`src/rtl/muldiv_pkg.sv`:
```
// Shared types and constants for the iterative multiply/divide sequencer.
// Latency: n/a (declarations only).
// Backpressure: n/a.
package muldiv_pkg;

  typedef enum logic [1:0] {
    OP_MUL   = 2'b00,
    OP_MULHU = 2'b01,
    OP_DIVU  = 2'b10,
    OP_REMU  = 2'b11
  } op_e;

  typedef enum logic [1:0] {
    ST_IDLE = 2'b00,
    ST_RUN  = 2'b01,
    ST_DONE = 2'b10
  } state_e;

  localparam logic [2:0] ALU_ADD  = 3'b000;
  localparam logic [2:0] ALU_SUB  = 3'b001;
  localparam logic [2:0] ALU_AND  = 3'b010;
  localparam logic [2:0] ALU_OR   = 3'b011;
  localparam logic [2:0] ALU_SLT  = 3'b101;

  localparam logic [4:0] CNT_LAST = 5'd31;

endpackage

```
`src/rtl/alu.sv`:
```
// 32-bit combinational ALU: add, sub, and, or, signed set-less-than.
// Latency: purely combinational, zero cycles.
// Backpressure: none; the result follows the inputs.
module alu
  import muldiv_pkg::*;
(
  input  logic [31:0] a,
  input  logic [31:0] b,
  input  logic [2:0]  alucontrol,
  output logic [31:0] result,
  output logic        zero,
  output logic        carry
);

  logic [31:0] b_eff;
  logic [32:0] sum;
  logic        ovf;

  // Shared adder: subtraction is a + ~b + 1, so one carry chain serves both.
  always_comb begin
    b_eff  = alucontrol[0] ? ~b : b;
    sum    = {1'b0, a} + {1'b0, b_eff} + {32'd0, alucontrol[0]};
    ovf    = (a[31] == b_eff[31]) && (sum[31] != a[31]);
    result = 32'd0;
    case (alucontrol)
      ALU_ADD, ALU_SUB: result = sum[31:0];
      ALU_AND:          result = a & b;
      ALU_OR:           result = a | b;
      ALU_SLT:          result = {31'd0, sum[31] ^ ovf};
      default:          result = 32'd0;
    endcase
    zero  = (result == 32'd0);
    carry = sum[32];
  end

endmodule

```
`src/rtl/alu_muldiv_seq.sv`:
```
// Iterative MUL/MULHU/DIVU/REMU sequencer reusing one private 32-bit ALU per step.
// Latency: 33 cycles accept-to-response; divide-by-zero responds after 1 cycle.
// Backpressure: req_ready only in IDLE; response held in DONE until resp_ready.
module alu_muldiv_seq
  import muldiv_pkg::*;
#(
  parameter int XLEN = 32
) (
  input  logic            clk,
  input  logic            rst,
  input  logic            flush,
  input  logic            req_valid,
  output logic            req_ready,
  input  logic [1:0]      req_op,
  input  logic [XLEN-1:0] req_a,
  input  logic [XLEN-1:0] req_b,
  output logic            resp_valid,
  input  logic            resp_ready,
  output logic [XLEN-1:0] resp_result,
  output logic            resp_dbz,
  output logic            busy
);

  // hi: acc_hi while multiplying, partial remainder R while dividing.
  // lo: multiplier shifting out while multiplying; dividend shifting out
  //     with quotient bits shifting in behind it while dividing.
  // opb: multiplicand or divisor, constant for the whole operation.
  state_e      state_q, state_d;
  op_e         op_q,    op_d;
  logic [4:0]  cnt_q,   cnt_d;
  logic [31:0] hi_q,    hi_d;
  logic [31:0] lo_q,    lo_d;
  logic [31:0] opb_q,   opb_d;
  logic [31:0] res_q,   res_d;
  logic        dbz_q,   dbz_d;

  logic        is_div;
  logic [31:0] rem_shift;
  logic [31:0] alu_a;
  logic [2:0]  alu_ctl;
  logic [31:0] alu_res;
  logic        alu_zero;
  logic        alu_carry;
  logic        alu_unused;
  logic        mul_c;
  logic        div_ge;
  logic [31:0] step_hi;
  logic [31:0] step_lo;

  assign is_div    = op_q[1];
  assign rem_shift = {hi_q[30:0], lo_q[31]};
  assign alu_a     = is_div ? rem_shift : hi_q;
  assign alu_ctl   = is_div ? ALU_SUB : ALU_ADD;

  alu u_alu (
    .a          (alu_a),
    .b          (opb_q),
    .alucontrol (alu_ctl),
    .result     (alu_res),
    .zero       (alu_zero),
    .carry      (alu_carry)
  );

  // Only the sum is needed; the carry is rebuilt from operand/sum sign bits.
  assign alu_unused = alu_zero | alu_carry;

  // One shift-add or restoring-divide step from the current registers.
  always_comb begin
    mul_c   = (hi_q[31] & opb_q[31]) | ((hi_q[31] | opb_q[31]) & ~alu_res[31]);
    div_ge  = hi_q[31] |
              ((rem_shift[31] == opb_q[31]) ? ~alu_res[31] : rem_shift[31]);
    step_hi = hi_q;
    step_lo = lo_q;
    if (is_div) begin
      step_hi = div_ge ? alu_res : rem_shift;
      step_lo = {lo_q[30:0], div_ge};
    end else if (lo_q[0]) begin
      step_hi = {mul_c, alu_res[31:1]};
      step_lo = {alu_res[0], lo_q[31:1]};
    end else begin
      step_hi = {1'b0, hi_q[31:1]};
      step_lo = {hi_q[0], lo_q[31:1]};
    end
  end

  // Sequencer FSM and datapath next-state; flush overrides every transition.
  always_comb begin
    state_d = state_q;
    op_d    = op_q;
    cnt_d   = cnt_q;
    hi_d    = hi_q;
    lo_d    = lo_q;
    opb_d   = opb_q;
    res_d   = res_q;
    dbz_d   = dbz_q;
    case (state_q)
      ST_IDLE: begin
        if (req_valid && !flush) begin
          op_d  = op_e'(req_op);
          cnt_d = 5'd0;
          hi_d  = 32'd0;
          if (req_op[1] && (req_b == 32'd0)) begin
            state_d = ST_DONE;
            res_d   = (op_e'(req_op) == OP_DIVU) ? 32'hFFFF_FFFF : req_a;
            dbz_d   = 1'b1;
          end else begin
            state_d = ST_RUN;
            dbz_d   = 1'b0;
            lo_d    = req_op[1] ? req_a : req_b;
            opb_d   = req_op[1] ? req_b : req_a;
          end
        end
      end
      ST_RUN: begin
        hi_d  = step_hi;
        lo_d  = step_lo;
        cnt_d = cnt_q + 5'd1;
        if (cnt_q == CNT_LAST) begin
          state_d = ST_DONE;
          // MULHU and REMU read the high half; MUL and DIVU the low half.
          res_d   = op_q[0] ? step_hi : step_lo;
        end
      end
      ST_DONE: begin
        if (resp_ready) state_d = ST_IDLE;
      end
      default: state_d = ST_IDLE;
    endcase
    if (flush) state_d = ST_IDLE;
  end

  // State and datapath registers with synchronous reset.
  always_ff @(posedge clk) begin
    if (rst) begin
      state_q <= ST_IDLE;
      op_q    <= OP_MUL;
      cnt_q   <= 5'd0;
      hi_q    <= 32'd0;
      lo_q    <= 32'd0;
      opb_q   <= 32'd0;
      res_q   <= 32'd0;
      dbz_q   <= 1'b0;
    end else begin
      state_q <= state_d;
      op_q    <= op_d;
      cnt_q   <= cnt_d;
      hi_q    <= hi_d;
      lo_q    <= lo_d;
      opb_q   <= opb_d;
      res_q   <= res_d;
      dbz_q   <= dbz_d;
    end
  end

  assign req_ready   = (state_q == ST_IDLE);
  assign resp_valid  = (state_q == ST_DONE);
  assign busy        = (state_q != ST_IDLE);
  assign resp_result = res_q;
  assign resp_dbz    = dbz_q;

endmodule

```
`config.mk`:
```
export PLATFORM = sky130hd
export DESIGN_NAME = alu_muldiv_seq
export DESIGN_NICKNAME = d
export VERILOG_FILES = /design/src/rtl/muldiv_pkg.sv /design/src/rtl/alu.sv /design/src/rtl/alu_muldiv_seq.sv
export SDC_FILE = /design/constraint.sdc
export NUM_CORES = 1
export LEC_CHECK = 0
export CORE_MARGIN = 10
export CORE_UTILIZATION = 35
export CTS_BUF_LIST = sky130_fd_sc_hd__clkbuf_8
export CTS_CLUSTER_DIAMETER = 30
export DETAILED_ROUTE_END_ITERATION = 8
export PLACE_DENSITY = 0.64
export SLEW_MARGIN = 20
export SYNTH_ARGS = -nofsm -noshare
export SYNTH_HDL_FRONTEND = slang
export SYNTH_HIERARCHICAL = 1
export SYNTH_SLANG_ARGS = --single-unit
```
`constraint.sdc`:
```
create_clock -name clk -period 15.2 [get_ports clk]
set_input_delay 3.04 -clock clk [delete_from_list [all_inputs] [get_ports clk]]
set_output_delay 3.04 -clock clk [all_outputs]
set_load 0.05 [all_outputs]
```
==> impl_metrics.ini, run 1 <==
[cts]
numCtsBuffers = 17
cts_tree = done
cts_buffer_depth = 2
htree_num_levels = 4
clock_sinks = 138
cts_root_buffer = clkbuf_8
post_cts_buffers = 0
cts.clk_slew.worst_paths_ns = 0.08
cts_resized = 0
clock_latency_ns = 0.48
postCtsHoldBufs = 0

[outcome]
status = finished, final reports clean

[setup_path]
r2r-end = resp_result[9]
cp.required_ns = 15.52
critical_path.max_fanout = 145
crit_path_start_kind = flip-flop
r2r-start = op_q[1]
arrival_ns = 7.26
crit_path_end_kind = flip-flop
rrSetupSlack_ns = 8.26
worst-setup-path-type = reg -> reg
rr_worst_depth = 15

[grt]
grt_max_degree = 146
grt_pass1_wl_um = 66760
grtUsageTotal_pct = 20.01
grt_pass1_vias = 11480
antenna_found_initial = 0
overflow = 0

[timing]
whs_ns = 0.4750
grt_setup_unrepaired = no
worst_pin_slew_ns = 1.212
fmax_ghz = 0.1442
slew_headroom_pct = 19.13
fin_setup_tns_ns = 0
period_minus_slack_ns = 6.935
fin_skew_ns = 0.01819
final_max_slew_viol_count = 0
hold_violations = 0
period_share_pct = 45.63
setup_viol = 0

[logic_synthesis]
postSynthAreaPerCell_sq_um = 8.126
yosysWarnings = 6
synthesis.area_sq_um = 11750
synthCells = 1446

[routing]
route.met3.wl_um = 3448
wl_per_cell_um = 22.28
wl_um = 42710
ant_nets = 0
vias = 12020
wl_met2_um = 19400
top_layer_used = met4
drt_iter0_markers = 1482
viasPerCell = 6.271
dr.pass1.iters = 7
drcViolationCount = 0
wl_met1_um = 18840

[power_and_ir_drop]
p_leak_nw = 4.851
ir_drop_mv = 0.06539
p_per_area_nw_per_um2 = 66.73

[worst_hold_path]
min_from = resp_result[22]
worstHoldPathType = reg -> reg
min_path_cells = 2
min_to = resp_result[22]

[flow_run]
drv_cap = 0

[floorplan]
fp.dieW_um = 203.2
ioPinCount = 107
fp.coreArea_sq_um = 33360
die_area_sq_um = 41300
rows = 67
die_h_um = 203.2
start_util_pct = 35.22

[placement]
hpwl_um = 29710
io_buffers = 106
place.gp.congestion = 0.8924

[cells_and_area]
syn_to_final_growth_pct = 13.33
num_antenna_cells = 0
drive_gt1_share_pct = 10.76
final_nets = 1566
-- area by class of cell --
class                      count  area, sq um
inverter                      29        108.9
sequential                   138         2769
clock buffer                  17        234.0
multi-input combinational   1146         8343
fill                        3448        20050
timing repair buffer         124         1204
tap                          448        560.5
clock inverter                15        97.59
-- how the worst max path moves through the flow --
stage / cells after the start / startpoint / to / slack [ns]
floorplan: 22 / op_q[1] / resp_result[0] / 9.44
global placement: 15 / op_q[1] / resp_result[9] / 8.60
detailed placement: 15 / op_q[1] / resp_result[9] / 8.43
CTS: 15 / op_q[1] / resp_result[9] / 8.40
global route: 15 / op_q[1] / resp_result[17] / 7.88
finish: 15 / op_q[1] / resp_result[9] / 8.26
-- through the flow --
step | utilization [%] | setup slack, ns | power, mW | instances | cell area [sq um]
detailed placement | 38.92 | 8.425 | 0.6163 | 1885 | 12990
floorplan | - | 9.443 | 0.5466 | 1453 | 11780
CTS | 39.91 | 8.402 | 0.8834 | 1917 | 13320
finish | 39.91 | 8.265 | 0.8887 | 1917 | 13320
global route | 39.91 | 7.881 | 0.9251 | 1917 | 13320
global placement | 38.92 | 8.600 | 0.6129 | 1885 | 12990
-- placed cells by master, fill, tap and decap left out, types with 21 or more instances in the layout --
cell	count
nor2b_1	23
dfxtp_1	135
a221o_1	23
o211ai_1	40
clkdlybuf4s50_1	104
mux2_2	59
a211oi_1	35
xor2_1	36
nor2_1	131
ha_1	38
a21oi_1	87
a31oi_1	36
nand4_1	23
inv_1	34
mux2i_1	96
o2111ai_1	33
o21a_1	26
o21ai_0	91
o22ai_1	44
nand2_1	76
a311oi_1	21
-- metal layers --
layer | track usage [%] | up-vias
met3 | 3.332 | 69
met4 | 7.034 | 0
met1 | 27.13 | 5785
li1 | - | 5559
met2 | 31.40 | 609
met5 | 0 | -
-- flip-flops by register name, summed over array words and instances (netlist names) --
signal	flops
resp_result	32
lo_q	32
resp_dbz	1
state_q	2
hi_q	32
cnt_q	5
op_q	2
opb_q	32
-- worst max-delay path, stage by stage (launching register included) --
cell,delay (ns)
dfxtp_4,0.96
buf_12,0.62
mux2_2,0.43
ha_1,0.40
a21o_1,0.21
a31o_2,0.28
or3_1,0.37
o21a_1,0.24
o21ai_0,0.43
a31oi_1,0.16
o31ai_1,0.58
and2b_1,0.60
o21ai_2,0.75
o211ai_1,0.20
a31oi_1,0.34
o31ai_1,0.11
-- report_power, final --
group,switching (mW),internal (mW)
Clock,0.148,0.123
Sequential,0.0214,0.375
Combinational,0.136,0.0849
Total,0.305,0.583
Power figures use the tool's default switching activity.
==> run 2: changes to the inputs <==
==> constraint.sdc (replaced) <==
create_clock -name clk -period 6.5 [get_ports clk]
set_input_delay 1.3 -clock clk [delete_from_list [all_inputs] [get_ports clk]]
set_output_delay 1.3 -clock clk [all_outputs]
set_load 0.05 [all_outputs]
==> run 2 against run 1 <==
Effect of this change: wire length is 3.0% higher; fmax rose by 18%; total power grew to 2.5 times the previous value; sequential power rose by 140%; global-route usage rose by 0.40 points; clock power grew to 3.0 times the previous value; worst hold slack worse by 0.0013 ns; combinational power grew 130%; first-iteration DRC count grew 0.67%; highest routed layer unchanged.
==> impl_metrics.ini, run 2 (synthesis gave the netlist of run 1 again) <==
[cells_and_area]
num_antenna_cells = 0
final_nets = 1571
layout_common_cells = 135 x dfxtp_1, 131 x nor2_1, 104 x clkdlybuf4s50_1
syn_to_final_growth_pct = 14.62
drive_gt1_share_pct = 11.33
finalNonFillerCells = 1922
layout_commonest_cell = dfxtp_1

[routing]
wl_per_cell_um = 22.89
top_layer_used = met4
drcViolationCount = 0
wl_um = 43990
route.met3.wl_um = 3962
wl_met2_um = 19190
ant_nets = 0
dr.pass1.iters = 6
vias = 12130
viasPerCell = 6.312
wl_met1_um = 19890
drt_iter0_markers = 1492

[grt]
grt_max_degree = 82
grtUsageTotal_pct = 20.41
antenna_found_initial = 0
grt_pass1_wl_um = 67430
grt_pass1_vias = 11260
overflow = 0

[setup_path]
cp_slowest_cell = o21ai_2
worst_path_largest_cell_delay_ns = 0.77
rrSetupSlack_ns = 0.63
worst-setup-path-type = reg -> reg
rr_worst_depth = 15
arrival_ns = 6.20
cp.required_ns = 6.83
crit_path_end_kind = flip-flop
endpoint = resp_result[7]
r2r-start = op_q[1]
r2r-end = resp_result[7]
path_cells = buf_12 > mux2_2 > ha_1 > a21oi_1 > o21ai_0 > or3_1 > o21a_1 > o21ai_0 > a31oi_1 > o31ai_1 > and2b_1 > o21ai_2 > o211ai_1 > a31oi_1 > o31ai_1
startpoint = op_q[1]
crit_path_start_kind = flip-flop
critical_path.max_fanout = 38

[cts]
cts_tree = done
post_cts_buffers = 0
clock_latency_ns = 0.49
cts_root_buffer = clkbuf_8
cts.clk_slew.worst_paths_ns = 0.09
postCtsHoldBufs = 0
cts_resized = 0
htree_num_levels = 4
cts_buffer_depth = 2
clock_sinks = 138
numCtsBuffers = 17

[timing]
grt_setup_unrepaired = no
fmax_ghz = 0.1703
final_max_slew_viol_count = 0
slew_headroom_pct = 19.45
fin_setup_tns_ns = 0
hold_violations = 0
setup_viol = 0
worst_pin_slew_ns = 1.207
period_share_pct = 90.36
period_minus_slack_ns = 5.873
fin_skew_ns = 0.02089

[power_and_ir_drop]
ir_drop_mv = 0.1900
p_per_area_nw_per_um2 = 167.4
p_sw_share_pct = 32.94
power_frac_comb_pct = 22.9
seqPwrFrac_pct = 41.5
power.switching_mw = 0.7429
clkPwrFrac_pct = 35.6
p_leak_nw = 4.916
p_int_mw = 1.512

[placement]
hpwl_um = 31060
place.gp.congestion = 0.9016
place_inst = 1890
io_buffers = 106

[floorplan]
fp.dieW_um = 203.2
die_h_um = 203.2
fp.coreArea_sq_um = 33360
die_area_sq_um = 41300
rows = 67
start_util_pct = 35.22
ioPinCount = 107

[worst_hold_path]
worstHoldPathType = reg -> reg

[outcome]
status = finished, final reports clean

[flow_run]
drv_cap = 0
-- run 2: changes by cell type in the layout (fill, tap and decap cells not counted), sizes merged --
| cell | change |
|---|---|
| clkbuf | +2 |
| inv | -4 |
| buf | +5 |
| bufinv | +3 |
| clkinvlp | -1 |
-- run 2: through the flow --
step                      total power [mW]  hold slack (ns)  area, sq um  worst slack, ns  util, %
after detailed placement             1.450           0.4618        13030           0.7892    39.05
after CTS                            2.241           0.4784        13470           0.7426    40.37
final                                2.255           0.4736        13470           0.6267    40.37
after global routing                 2.341           0.4933        13470           0.2052    40.37
after global placement               1.442           0.4526        13030           0.9805    39.05
after floorplan                      1.278           0.4612        11780           0.7433        -
-- run 2: worst min-delay path by stage --
stage,startpoint,endpoint,slack (ns),cells past startpoint
after detailed placement,resp_dbz,resp_dbz,0.46,2
after floorplan,lo_q[30],lo_q[30],0.46,1
after global routing,resp_result[23],resp_result[23],0.49,2
after CTS,resp_result[22],resp_result[22],0.48,2
final,resp_result[24],resp_result[24],0.47,2
after global placement,resp_dbz,resp_dbz,0.45,2
-- run 2: layout make-up --
type	count	area (sq um)
well taps	448	560.5
inverters	29	108.9
multi-input cells	1146	8338
repair buffers	129	1254
clock inverters	13	176.4
fillers	3438	19900
flip-flops and latches	138	2769
clock buffers	19	261.5
-- run 2: power groups by stage --
stage | Combinational [mW] | Sequential (mW) | Clock (mW)
after detailed placement | 0.497 | 0.953 | 0
after global placement | 0.489 | 0.952 | 0
after floorplan | 0.358 | 0.920 | 0
after CTS | 0.499 | 0.933 | 0.809
after global routing | 0.554 | 0.939 | 0.848
final | 0.516 | 0.935 | 0.804
-- run 2: critical path, delay by kind of cell, from the launching register on --
family,cells,cell delay (ns)
AOI/OAI and AO/OA,10,3.07
adders and majority gates,1,0.38
buffers and inverters,1,0.25
DFF,1,0.67
muxes,1,0.38
and+or+nand+nor,2,0.95
-- run 2: layer usage --
metal / vias up / global-route usage (%)
li1: 5600 / -
met5: - / 0
met3: 63 / 4.030
met4: 0 / 5.542
met2: 640 / 30.81
met1: 5828 / 28.86
